--- config.mk ---
export PLATFORM = sky130hd
export DESIGN_NAME = dmac_cmd_issuer
export DESIGN_NICKNAME = d
export VERILOG_FILES = /design/src/rtl/dmac_cmd_issuer.sv
export SDC_FILE = /design/constraint.sdc
export NUM_CORES = 1
export LEC_CHECK = 0
export BUFFER_PORTS_ARGS = -buffer_cell sky130_fd_sc_hd__buf_2
export CORE_ASPECT_RATIO = 0.75
export CORE_MARGIN = 2
export CORE_UTILIZATION = 30
export CTS_CLUSTER_DIAMETER = 50
export DETAILED_ROUTE_END_ITERATION = 12
export GPL_TIMING_DRIVEN = 0
export PLACE_DENSITY = 0.58
export RECOVER_POWER = 50
export SYNTH_ARGS = -nofsm -noshare
export SYNTH_HDL_FRONTEND = slang
export SYNTH_SLANG_ARGS = --single-unit
--- constraint.sdc ---
create_clock -name clk_i -period 9.6 [get_ports clk_i]
set_input_delay 1.44 -clock clk_i [delete_from_list [all_inputs] [get_ports clk_i]]
set_output_delay 1.44 -clock clk_i [all_outputs]
set_load 0.05 [all_outputs]
--- src/rtl/dmac_cmd_issuer.sv ---
// rtl/dmac_cmd_issuer.sv - buffers DMA descriptors and programs mchan over the peripheral bus
module dmac_cmd_issuer #(
    parameter int unsigned DEPTH       = 4,
    parameter int unsigned ADDR_WIDTH  = 32,
    parameter int unsigned DATA_WIDTH  = 32,
    parameter int unsigned PE_ID_WIDTH = 5,
    parameter int unsigned MY_ID       = 0,
    parameter logic [ADDR_WIDTH-1:0] CMD_ADDR = 32'h1020_4400,
    parameter int unsigned TID_WIDTH   = 4
) (
    input  logic                    clk_i,
    input  logic                    rst_i,
    input  logic                    desc_valid_i,
    output logic                    desc_ready_o,
    input  logic [DATA_WIDTH-1:0]   desc_cmd_i,
    input  logic [DATA_WIDTH-1:0]   desc_tcdm_addr_i,
    input  logic [DATA_WIDTH-1:0]   desc_ext_addr_i,
    output logic                    tid_valid_o,
    input  logic                    tid_ready_i,
    output logic [TID_WIDTH-1:0]    tid_o,
    output logic                    tid_err_o,
    output logic                    per_req_o,
    output logic [ADDR_WIDTH-1:0]   per_add_o,
    output logic                    per_wen_o,
    output logic [DATA_WIDTH-1:0]   per_wdata_o,
    output logic [DATA_WIDTH/8-1:0] per_be_o,
    output logic [PE_ID_WIDTH-1:0]  per_id_o,
    input  logic                    per_gnt_i,
    input  logic                    per_r_valid_i,
    input  logic [DATA_WIDTH-1:0]   per_r_rdata_i,
    input  logic                    per_r_opc_i,
    input  logic [PE_ID_WIDTH-1:0]  per_r_id_i,
    output logic                    busy_o
);

    localparam int unsigned CNT_W = $clog2(DEPTH + 1);
    localparam int unsigned PTR_W = (DEPTH > 1) ? $clog2(DEPTH) : 1;

    typedef enum logic [1:0] {
        IDLE = 2'd0,
        REQ  = 2'd1,
        RSP  = 2'd2,
        OUT  = 2'd3
    } state_t;

    logic [DATA_WIDTH-1:0] cmd_mem  [DEPTH];
    logic [DATA_WIDTH-1:0] tcdm_mem [DEPTH];
    logic [DATA_WIDTH-1:0] ext_mem  [DEPTH];

    logic [PTR_W-1:0]     wr_ptr_q, wr_ptr_d;
    logic [PTR_W-1:0]     rd_ptr_q, rd_ptr_d;
    logic [CNT_W-1:0]     count_q, count_d;
    state_t               state_q, state_d;
    logic [1:0]           phase_q, phase_d;
    logic                 err_q, err_d;
    logic [TID_WIDTH-1:0] tid_q, tid_d;

    logic push, pop, full, rsp_ok;

    function automatic logic [PTR_W-1:0] ptr_inc(input logic [PTR_W-1:0] p);
        return (p == PTR_W'(DEPTH - 1)) ? '0 : p + 1'b1;
    endfunction

    // No bypass: a full FIFO refuses a push even when the head pops this cycle.
    assign full         = (count_q == CNT_W'(DEPTH));
    assign desc_ready_o = !full;
    assign push         = desc_valid_i && !full;
    assign rsp_ok       = per_r_valid_i && (per_r_id_i == PE_ID_WIDTH'(MY_ID));

    assign wr_ptr_d = push ? ptr_inc(wr_ptr_q) : wr_ptr_q;
    assign rd_ptr_d = pop  ? ptr_inc(rd_ptr_q) : rd_ptr_q;
    assign count_d  = count_q + CNT_W'(push) - CNT_W'(pop);

    assign per_add_o   = CMD_ADDR;
    assign per_be_o    = '1;
    assign per_id_o    = PE_ID_WIDTH'(MY_ID);
    assign tid_o       = tid_q;
    assign tid_err_o   = err_q;
    assign busy_o      = (count_q != '0) || (state_q != IDLE);

    always_ff @(posedge clk_i) begin
        if (push) begin
            cmd_mem[wr_ptr_q]  <= desc_cmd_i;
            tcdm_mem[wr_ptr_q] <= desc_tcdm_addr_i;
            ext_mem[wr_ptr_q]  <= desc_ext_addr_i;
        end
    end

    always_ff @(posedge clk_i or posedge rst_i) begin
        if (rst_i) begin
            wr_ptr_q <= '0;
            rd_ptr_q <= '0;
            count_q  <= '0;
            state_q  <= IDLE;
            phase_q  <= '0;
            err_q    <= 1'b0;
            tid_q    <= '0;
        end else begin
            wr_ptr_q <= wr_ptr_d;
            rd_ptr_q <= rd_ptr_d;
            count_q  <= count_d;
            state_q  <= state_d;
            phase_q  <= phase_d;
            err_q    <= err_d;
            tid_q    <= tid_d;
        end
    end

    always_comb begin
        state_d     = state_q;
        phase_d     = phase_q;
        err_d       = err_q;
        tid_d       = tid_q;
        per_req_o   = 1'b0;
        per_wen_o   = 1'b1;
        per_wdata_o = '0;
        tid_valid_o = 1'b0;
        pop         = 1'b0;
        case (state_q)
            IDLE: begin
                if (count_q != '0) begin
                    state_d = REQ;
                    phase_d = 2'd0;
                    err_d   = 1'b0;
                end
            end
            REQ: begin
                // Phase 0 reads the transfer ID; phases 1-3 write cmd, TCDM and ext address.
                per_req_o = 1'b1;
                per_wen_o = (phase_q == 2'd0);
                case (phase_q)
                    2'd1:    per_wdata_o = cmd_mem[rd_ptr_q];
                    2'd2:    per_wdata_o = tcdm_mem[rd_ptr_q];
                    2'd3:    per_wdata_o = ext_mem[rd_ptr_q];
                    default: per_wdata_o = '0;
                endcase
                if (per_gnt_i) begin
                    state_d = RSP;
                end
            end
            RSP: begin
                if (rsp_ok) begin
                    err_d = err_q | per_r_opc_i;
                    if (phase_q == 2'd0) begin
                        tid_d = per_r_rdata_i[TID_WIDTH-1:0];
                    end
                    if (phase_q != 2'd3) begin
                        phase_d = phase_q + 2'd1;
                        state_d = REQ;
                    end else begin
                        state_d = OUT;
                    end
                end
            end
            OUT: begin
                tid_valid_o = 1'b1;
                if (tid_ready_i) begin
                    pop     = 1'b1;
                    state_d = IDLE;
                end
            end
            default: state_d = IDLE;
        endcase
    end

endmodule

==> results of run 1 <==
layer usage:
metal | share of wire (%) | track usage, %
met2 | 46 | 22.3
met1 | 45 | 19.8
met5 | 0.19 | 0
met3 | 7.8 | 4.27
met4 | 1.2 | 2.88
worst reg2reg max path, cell delays in order, from the launching register on:
cell,delay (ps)
dfrtp_1,430
or3b_1,250
and3_1,1850
buf_16,370
how the worst max path moves through the flow:
stage,to,slack [ps],cells after the start
after floorplan,cmd_mem[0][0],5430,1
after global placement,ext_mem[3][14],3430,2
after detailed placement,per_wdata_o[30],5230,6
after CTS,per_wdata_o[30],4620,6
after global routing,per_wdata_o[1],4510,7
final,per_wdata_o[1],4730,7
through the flow:
step                      hold WS (ps)  instances  power (uW)  area, um^2
after global placement             474       1759        3890       17700
after detailed placement           483       1763        3890       17900
after global routing               501       1840        5750       19200
after floorplan                    458        894        3410       16100
final                              486       1845        5490       19200
after CTS                          493       1839        5580       19300
cell usage after synthesis:
master / n
edfxtp_1: 384
mux2i_1: 128
o22ai_1: 64
buf_4: 41
and2_1: 33
mux4_2: 32
o31a_1: 32
buf_2: 26
clkbuf_1: 16
dfrtp_1: 16
inv_1: 16
ha_1: 11
mux2_2: 7
nand2b_1: 7
and3_1: 5
nand2_1: 5
o21ai_0: 5
nor2_1: 3
a31o_2: 2
conb_1: 2
nand3_1: 2
nor3_1: 2
o311ai_0: 2
xnor2_1: 2
a21o_1: 1
a21oi_1: 1
fa_1: 1
nor4_1: 1
nor4_4: 1
o311ai_1: 1
o41a_2: 1
or2_2: 1
or3_1: 1
or3b_1: 1
or4_1: 1
or4b_1: 1
kinds of logic after synthesis:
family / Yosys count / share of synthesized area [%]
muxes: 167 / 13.1
xor gates and xnor gates: 2 / 0.110
buffers and inverters: 99 / 3.50
other: 2 / 0.0472
AOI/OAI and AO/OA: 109 / 4.86
adders and majority gates: 12 / 0.990
DFF: 400 / 74.9
and+or+nand+nor: 64 / 2.50
power breakdown:
group | switching, uW | internal, uW | total, uW
Combinational | 903 | 509 | 1410
Clock | 679 | 1000 | 1680
Sequential | 91.5 | 2310 | 2400
cell usage in the layout, fill, tap and decap left out, types with 16 or more instances in the layout:
cell and n:
conb_1 41, mux2i_1 128, clkbuf_1 118, dfrtp_1 16
and2_1 32, inv_1 16, clkbuf_16 47, mux4_2 32
buf_2 80, edfxtp_1 384, o31a_1 32, buf_4 41
o22ai_1 64
layout make-up:
type                            count  area [um^2]
Clock buffer                       50         1190
Antenna cell                        6         15.0
Clock inverter                     26          265
Timing Repair Buffer              157          753
Fill cell                        4975        33500
Buffer                             83          497
Sequential cell                   400        11900
Multi-Input combinational cell    395         3590
Tap cell                          712          891
Inverter                           16         60.1
state kept, by name, indices dropped and copies added, names as in the netlist:
register,flops
count_q,3
cmd_mem,128
tid_err_o,1
wr_ptr_q,2
phase_q,2
tcdm_mem,128
rd_ptr_q,2
ext_mem,128
state_q,2
tid_o,4
==> run metrics, run 1 <==
I/O pin count=223; antenna violations before repair=11; Placement Setup Slack=around 5200 ps; fraction of layout cells with a size suffix above 1=between 20% and 30%; # Max-Cap Violations=2; Max clock buf depth=3; RSZ-0062 raised after global routing=no; Final Setup Violations=0; worst hold-check path type=reg2reg; First DRT Iteration DRCs=~610; clock tree from TritonCTS=done; startpoint of the worst register-to-register path=count_q[1]; post-route ant nets=0; Critical Path Start Type=flip-flop; 1st-pass router iterations=5; number of sinks driven by the clock tree=400; count of different cell masters after synthesis=36; number of cells on the worst reg-to-reg path=3; die area=55000 um^2; Min-Delay Path Depth=1; Inserted Clock Buffers=45; failing checks=capacitance limit, slew limit; largest area contributor in the netlist=edfxtp_1; global route overflow=0; I/O Buffers=153; capture point of the worst reg-to-reg path=ext_mem[3][9]; final cycle utilization of the critical path=50.7%; largest driver fanout on the critical path=10; summed negative setup slack over all endpoints=0 ps; per-cell routed wire length=21.6 um; number of setup buffers added after CTS=0; worst-skew pair later-pin latency=540 ps; maximum achievable frequency=about 210 MHz; portion of synthesized cell area occupied by the leading cell type=72.4%; placed wire-length estimate=25.9 mm; start point of the worst hold path=count_q[2]; dominant cells by area after synthesis=edfxtp_1, mux2i_1, mux4_2; number of vias per cell=about 4.5; Worst path top cell family by delay=buffers and inverters; number of flip-flops and latches in the synthesized netlist=400; GRT Util Overall=14.3%; final worst setup slack=approximately 4700 ps; sequential element share of the synthesized area=74.9%; slew margin rel.=-63.7%; worst hold endpoint=count_q[2]; Synth warnings=0; via count of the first global-routing pass=8502; area overhead of the layout relative to synthesis=20.5%; H-tree level count=2; clock transition at the registers of the reported paths=~60 ps; Post-CTS Hold Fix Bufs=0; Register-to-Register Setup Slack=6300 ps; maximum number of pins on one net before global-route repair=56; type of the setup path with the least slack=reg2out; critical path data required time=8160 ps; area of the core=around 53000 um^2; die extent in x=270 um; final hold violation count=0; slowest CP cell=clkbuf_1; via count of the routed design=8393; Peak supply drop=0.000136 V; Routed Wire Length=39.8 mm; Final GP Congestion=between 0.7 and 0.8; shortest clock period the worst path allows after layout=4870 ps; clock root cell=clkbuf_16; Worst Max-Slew Pin Slew=about 2500 ps; y dimension of the die=204 um; cell area power density=286 nW/um^2; area of the mapped netlist=15900 um^2; cell count after synthesis=855; Post-Syn Area per Cell=18.6 um^2; cell chain of the critical path=inv_1 -> ha_1 -> nand2_1 -> clkbuf_1 -> o22ai_1 -> o31a_1 -> buf_2; total number of placement rows=73; maximum single-stage delay on the critical path=780 ps; wire length of the first global-routing pass=57.2 mm; data arrival time of the worst path=3430 ps; setup clock skew after layout=15.3 ps; Bufs and invs on worst path=3; effective utilization at floorplan=30.2%; quantity of gates resized following cts=0; status=finished, violations left; leakage power figure=0.00671 uW; Final Core Density=36.4%; max-slew violations=84; Critical Path Sink Type=primary output; number of nets at the end of the flow=1250; Post-route DRC=0; crit path from=phase_q[0]
No activity file was read; power rests on OpenSTA's default activity.
==> run 2, diff against run 1 <==
--- a/config.mk
+++ b/config.mk
@@ -5,6 +5,7 @@
 export SDC_FILE = /design/constraint.sdc
 export NUM_CORES = 1
 export LEC_CHECK = 0
+export ABC_AREA = 1
 export BUFFER_PORTS_ARGS = -buffer_cell sky130_fd_sc_hd__buf_2
 export CORE_ASPECT_RATIO = 0.75
 export CORE_MARGIN = 2
==> constraint.sdc (replaced) <==
create_clock -name clk_i -period 4.6 [get_ports clk_i]
set_input_delay 0.69 -clock clk_i [delete_from_list [all_inputs] [get_ports clk_i]]
set_output_delay 0.69 -clock clk_i [all_outputs]
set_load 0.05 [all_outputs]
==> run 2 against run 1 <==
Net effect:
- power rose by 130%
- worst hold slack got worse by 260 ps
- largest cell class unchanged
- register-to-register slack got worse by 4300 ps
- clock power rose by 94%
- synthesized cell count rose by 120%
- worst setup slack got worse by 3900 ps
- flip-flop and latch count did not move
- highest routed layer unchanged
- the flow now finishes without violations
- die area rose by 14%
- via count rose by 53%
- first-iteration DRC count rose by 120%
- largest power group unchanged
- combinational power rose to 3.0 times the previous value
==> run metrics, run 2 <==
status=completed; Max clock buf depth=3; Post-route DRC=0; critical path data required time=3910 ps; per-cell routed wire length=17.3 um; I/O pin count=223; commonest non-fill, non-tap cells in the layout=nand2_1, inv_1, edfxtp_1, nand3_1, clkbuf_1; effective utilization at floorplan=30.2%; most frequent standard cell in the layout excluding fill and tap cells=nand2_1; wire length of the first global-routing pass=74.1 mm; total number of placement rows=78; clock tree from TritonCTS=done; Final Setup Violations=0; number of setup buffers added after CTS=0; Placement Setup Slack=1470 ps; Critical Path Start Type=flip-flop; area overhead of the layout relative to synthesis=18.9%; Final GP Congestion=0.909; H-tree level count=2; largest area contributor in the netlist=edfxtp_1; Filler Cell Count=6077; worst hold-check path type=in2async; RSZ-0062 raised after global routing=no; number of nets at the end of the flow=between 2000 and 2500; Inserted Clock Buffers=42; max-slew violations=0; quantity of gates resized following cts=0; number of enable flip-flop cells after synthesis=~380; y dimension of the die=218 um; area of the core=60300 um^2; final cycle utilization of the critical path=between 80% and 90%; number of vias per cell=4.33; Worst Max-Slew Pin Slew=1100 ps; portion of synthesized cell area occupied by the leading cell type=63.2%; I/O Buffers=around 150; type of the setup path with the least slack=reg2out; via count of the routed design=12800; First DRT Iteration DRCs=1328; maximum number of pins on one net before global-route repair=27; Post-CTS Hold Fix Bufs=0; leakage power figure=approximately 0.010 uW; clock transition at the registers of the reported paths=60 ps; cell count after placement=slightly below 3000; summed negative setup slack over all endpoints=0 ps; die extent in x=289 um; slew margin rel.=26.7%; most frequently used cell type in the post-synthesis netlist=nand2_1; async set-or-reset flop fraction in the synthesized netlist=4.00%; GRT Util Overall=16.0%; final worst setup slack=864 ps; clock root cell=clkbuf_16; dominant cells by area after synthesis=edfxtp_1, nand2_1, inv_1; placed wire-length estimate=37.2 mm; antenna violations before repair=11; Primary FF master, synth=edfxtp_1; count of different cell masters after synthesis=22; commonest cells in the synthesized netlist=nand2_1, inv_1, edfxtp_1, nand3_1, buf_4; die area=62800 um^2; area of the mapped netlist=18200 um^2; Final Core Density=35.9%; sequential element share of the synthesized area=65.4%; cell count after synthesis=1875; via count of the first global-routing pass=11800; maximum achievable frequency=about 270 MHz; post-route insts no fill=just under 3000; Hold WS=225 ps; registers with the most flip-flops=cmd_mem x128, ext_mem x128, tcdm_mem x128; number of sinks driven by the clock tree=400; startpoint of the worst register-to-register path=count_q[1]; data arrival time of the worst path=3050 ps; 1st-pass router iterations=6; number of flip-flops and latches in the synthesized netlist=400; # Max-Cap Violations=0; Peak supply drop=0.000292 V; Routed Wire Length=51.3 mm; shortest clock period the worst path allows after layout=3740 ps; Post-Syn Area per Cell=9.72 um^2; crit path from=phase_q[0]; cell area power density=574 nW/um^2; Synth warnings=0; worst-skew pair later-pin latency=between 500 and 600 ps; largest driver fanout on the critical path=10; post-route ant nets=0; setup clock skew after layout=31.3 ps; fraction of layout cells with a size suffix above 1=11.0%; final hold violation count=0; global route overflow=0; Critical Path Sink Type=primary output
## run 2: cell types whose count changed in the layout (fill, tap and decap cells not counted), moves of 16 or more
cell	change
buf_2	+16
o22ai_1	-64
mux4_2	-32
and2_1	-32
inv_1	+423
nand3_1	+226
nand2_1	+641
o31a_1	-32
mux2i_1	-128
## run 2: where the power goes
group | internal, uW | switching, uW
clock network | 1850 | 1410
logic | 1240 | 3000
registers | 4780 | 170
## run 2: area by class of cell
| cell class | instances | area [um^2] | share of cell area, % |
|---|---|---|---|
| multi-input cells | 954 | 4020 | 18.6 |
| repair buffers | 169 | 973 | 4.49 |
| plain buffers | 118 | 773 | 3.57 |
| clock buffers | 55 | 1130 | 5.21 |
| inverters | 442 | 1660 | 7.68 |
| diodes | 3 | 7.51 | 0.0346 |
| clock inverters | 20 | 173 | 0.797 |
| well taps | 800 | 1000 | 4.62 |
| flip-flops and latches | 400 | 11900 | 55.0 |
## run 2: layer usage
metal / vias up / share of wire (%) / routed length, um / GRT usage [%]
met5: - / 0.18 / 90 / 0
met4: 14 / 1.2 / 604 / 2.65
met3: 57 / 12 / 6030 / 5.51
met2: 479 / 43 / 22300 / 23.9
met1: 6040 / 43 / 22300 / 22.7
li1: 6228 / - / - / -
## run 2: path summary, 6_finish.rpt
| kind | endpoint | slack, ps | depth (start not counted) |
|---|---|---|---|
| min in group clk_i | tid_o[1] | 360 | 3 |
| worst min register to register | tid_o[3] | 490 | 2 |
| worst max register to register | cmd_mem[0][8] | 2020 | 6 |
| worst max-delay path | per_wdata_o[10] | 860 | 7 |
| max in group asynchronous | count_q[0] | 3960 | 2 |
| worst min-delay path | rd_ptr_q[0] | 220 | 2 |
## run 2: through the flow
step / power (uW) / instance area, um^2
after floorplan: 7730 / 18400
after global placement: 9260 / 20100
after detailed placement: 9310 / 20500
after CTS: 12600 / 21800
after global routing: 13100 / 21700
final: 12400 / 21700
## run 2: logic make-up (layout without fill, tap and decap cells)
kind of cell	Yosys count	after routing	share of synthesized area, %
adders and majority gates	12	12	0.865
AOI/OAI and AO/OA	7	7	0.192
and+or+nand+nor	892	892	20.0
xor gates and xnor gates	2	2	0.0961
other	2	44	0.0412
DFF	400	400	65.4
buffers and inverters	560	804	13.4
## run 2: critical path: stages, from the launching register on
cell and delay (ps):
dfrtp_1 390, inv_1 90, ha_1 220, nor2_1 810, buf_2 390, nand2_1 220, inv_1 120, buf_2 260
==> run 3, diff against run 2 <==
==> constraint.sdc (replaced) <==
create_clock -name clk_i -period 3.8 [get_ports clk_i]
set_input_delay 0.57 -clock clk_i [delete_from_list [all_inputs] [get_ports clk_i]]
set_output_delay 0.57 -clock clk_i [all_outputs]
set_load 0.05 [all_outputs]
==> run 3 against run 2 <==
Net effect:
- the flow now finishes with violations (capacitance limit, slew limit)
- final area grew 0.25%
- critical path depth unchanged
- worst setup slack worse by 690 ps
- combinational power up 22%
==> run metrics, run 3 (synthesized netlist as in run 2, its figures left out) <==
final cycle utilization of the critical path=between 90% and 100%; leakage power figure=0.0102 uW; Cell Int Power=around 9500 uW; 1st-pass router iterations=5; cell area power density=about 700 nW/um^2; worst hold-check path type=in2async; Worst path top cell family by delay=simple AND/OR/NAND/NOR gates; maximum achievable frequency=276 MHz; # Max-Cap Violations=1; Post-CTS Hold Fix Bufs=0; Peak supply drop=0.000265 V; slowest CP cell=nor2_1; share of power burned in combinational logic=between 30% and 40%; area overhead of the layout relative to synthesis=19.2%; GRT Util Overall=16.2%; y dimension of the die=218 um; die area=62800 um^2; Routed Wire Length=51.7 mm; I/O pin count=~220; placed wire-length estimate=37.5 mm; number of vias per cell=4.33; number of nets at the end of the flow=2281; share of total power consumed by net switching=37.1%; clock transition at the registers of the reported paths=60 ps; registers with the most flip-flops=cmd_mem x128, ext_mem x128, tcdm_mem x128; commonest non-fill, non-tap cells in the layout=nand2_1, inv_1, edfxtp_1, nand3_1, clkbuf_1; cell chain of the critical path=inv_1 -> ha_1 -> nor2_1 -> buf_2 -> nand2_1 -> inv_1 -> buf_2; via count of the routed design=~13000; effective utilization at floorplan=30.2%; Final GP Congestion=0.870; post-route ant nets=0; Net Switching=about 5600 uW; wire length of the first global-routing pass=74.9 mm; via count of the first global-routing pass=12200; quantity of gates resized following cts=0; highest metal layer used by the detailed router=met5; Critical Path Start Type=flip-flop; slew margin rel.=-19.4%; setup clock skew after layout=26.1 ps; maximum number of pins on one net before global-route repair=26; total number of placement rows=78; met1 wire length=22.5 mm; First DRT Iteration DRCs=~1300; placed cell areas=20500 um^2; per-cell routed wire length=17.4 um; status=finished, violations left; area of the core=60300 um^2; sequential power share=approximately two fifths; number of setup buffers added after CTS=0; fraction of layout cells with a size suffix above 1=around 11%; data arrival time of the worst path=between 3000 and 4000 ps; die extent in x=289 um; Max clock buf depth=3; RSZ-0062 raised after global routing=no; global route overflow=0; Bufs and invs on worst path=4; amount of wire on met3 after detailed routing=6.24 mm; shortest clock period the worst path allows after layout=3630 ps; Post-route DRC=0; DR WL met2=roughly 22 mm; max-slew violations=14; H-tree level count=2; maximum single-stage delay on the critical path=850 ps; Final Setup Violations=0; Inserted Clock Buffers=44; antenna violations before repair=14; failing checks=capacitance limit, slew limit; type of the setup path with the least slack=reg2out; final hold violation count=0; number of sinks driven by the clock tree=400; I/O Buffers=153; relative contribution of the clock network to total power=26.1%; Critical Path Sink Type=primary output; critical path data required time=3230 ps; clock root cell=clkbuf_16; Final Core Density=36.0%; most frequent standard cell in the layout excluding fill and tap cells=nand2_1; Worst Max-Slew Pin Slew=between 1500 and 2000 ps; largest driver fanout on the critical path=10; clock tree from TritonCTS=done; worst-skew pair later-pin latency=approximately 570 ps; cell area after layout=21700 um^2
## run 3: final timing paths
| check | from | end | slack, ps | cells past startpoint |
|---|---|---|---|---|
| min | rst_i | tid_err_o | 110 | 2 |
| max | phase_q[0] | per_wdata_o[10] | 170 | 7 |
| min in group clk_i | per_r_rdata_i[1] | tid_o[1] | 220 | 3 |
| max in group asynchronous | rst_i | count_q[2] | 3250 | 2 |
| min reg2reg | tid_o[1] | tid_o[1] | 480 | 2 |
| max reg2reg | count_q[1] | ext_mem[1][9] | 660 | 6 |
## run 3: final cells by class
type | instances | area (um^2)
fill | 6036 | 38600
sequential | 400 | 11900
multi-input combinational | 954 | 4030
inverter | 442 | 1660
clock buffer | 56 | 1170
timing repair buffer | 169 | 1000
tap | 800 | 1000
buffer | 118 | 773
clock inverter | 23 | 146
antenna | 5 | 12.5
## run 3: stage by stage
step	setup TNS, ps	hold WS [ps]	std cells	total power [uW]	setup slack [ps]
6_report	0	114	2967	15100	173
5_1_grt	0	143	2965	16000	2.50
4_1_cts	0	107	2962	15300	249
3_5_place_dp	0	472	2883	11300	862
3_3_place_gp	-896580	462	2867	11100	-2350
2_1_floorplan	-129230	484	1914	9300	-337
## run 3: metal layers
layer  up-vias  GRT usage (%)
met5         -              0
met4        18           3.32
met3        72           7.33
met2       479           23.8
met1      6037           21.8
li1       6237              -
## run 3: power groups by stage
stage	clock [uW]	combinational [uW]	sequential (uW)
after global routing	4210	5700	6060
after global placement	0	4870	6210
after floorplan	0	3170	6130
after CTS	4030	5240	5990
after detailed placement	0	5220	6080
final	3950	5170	5990
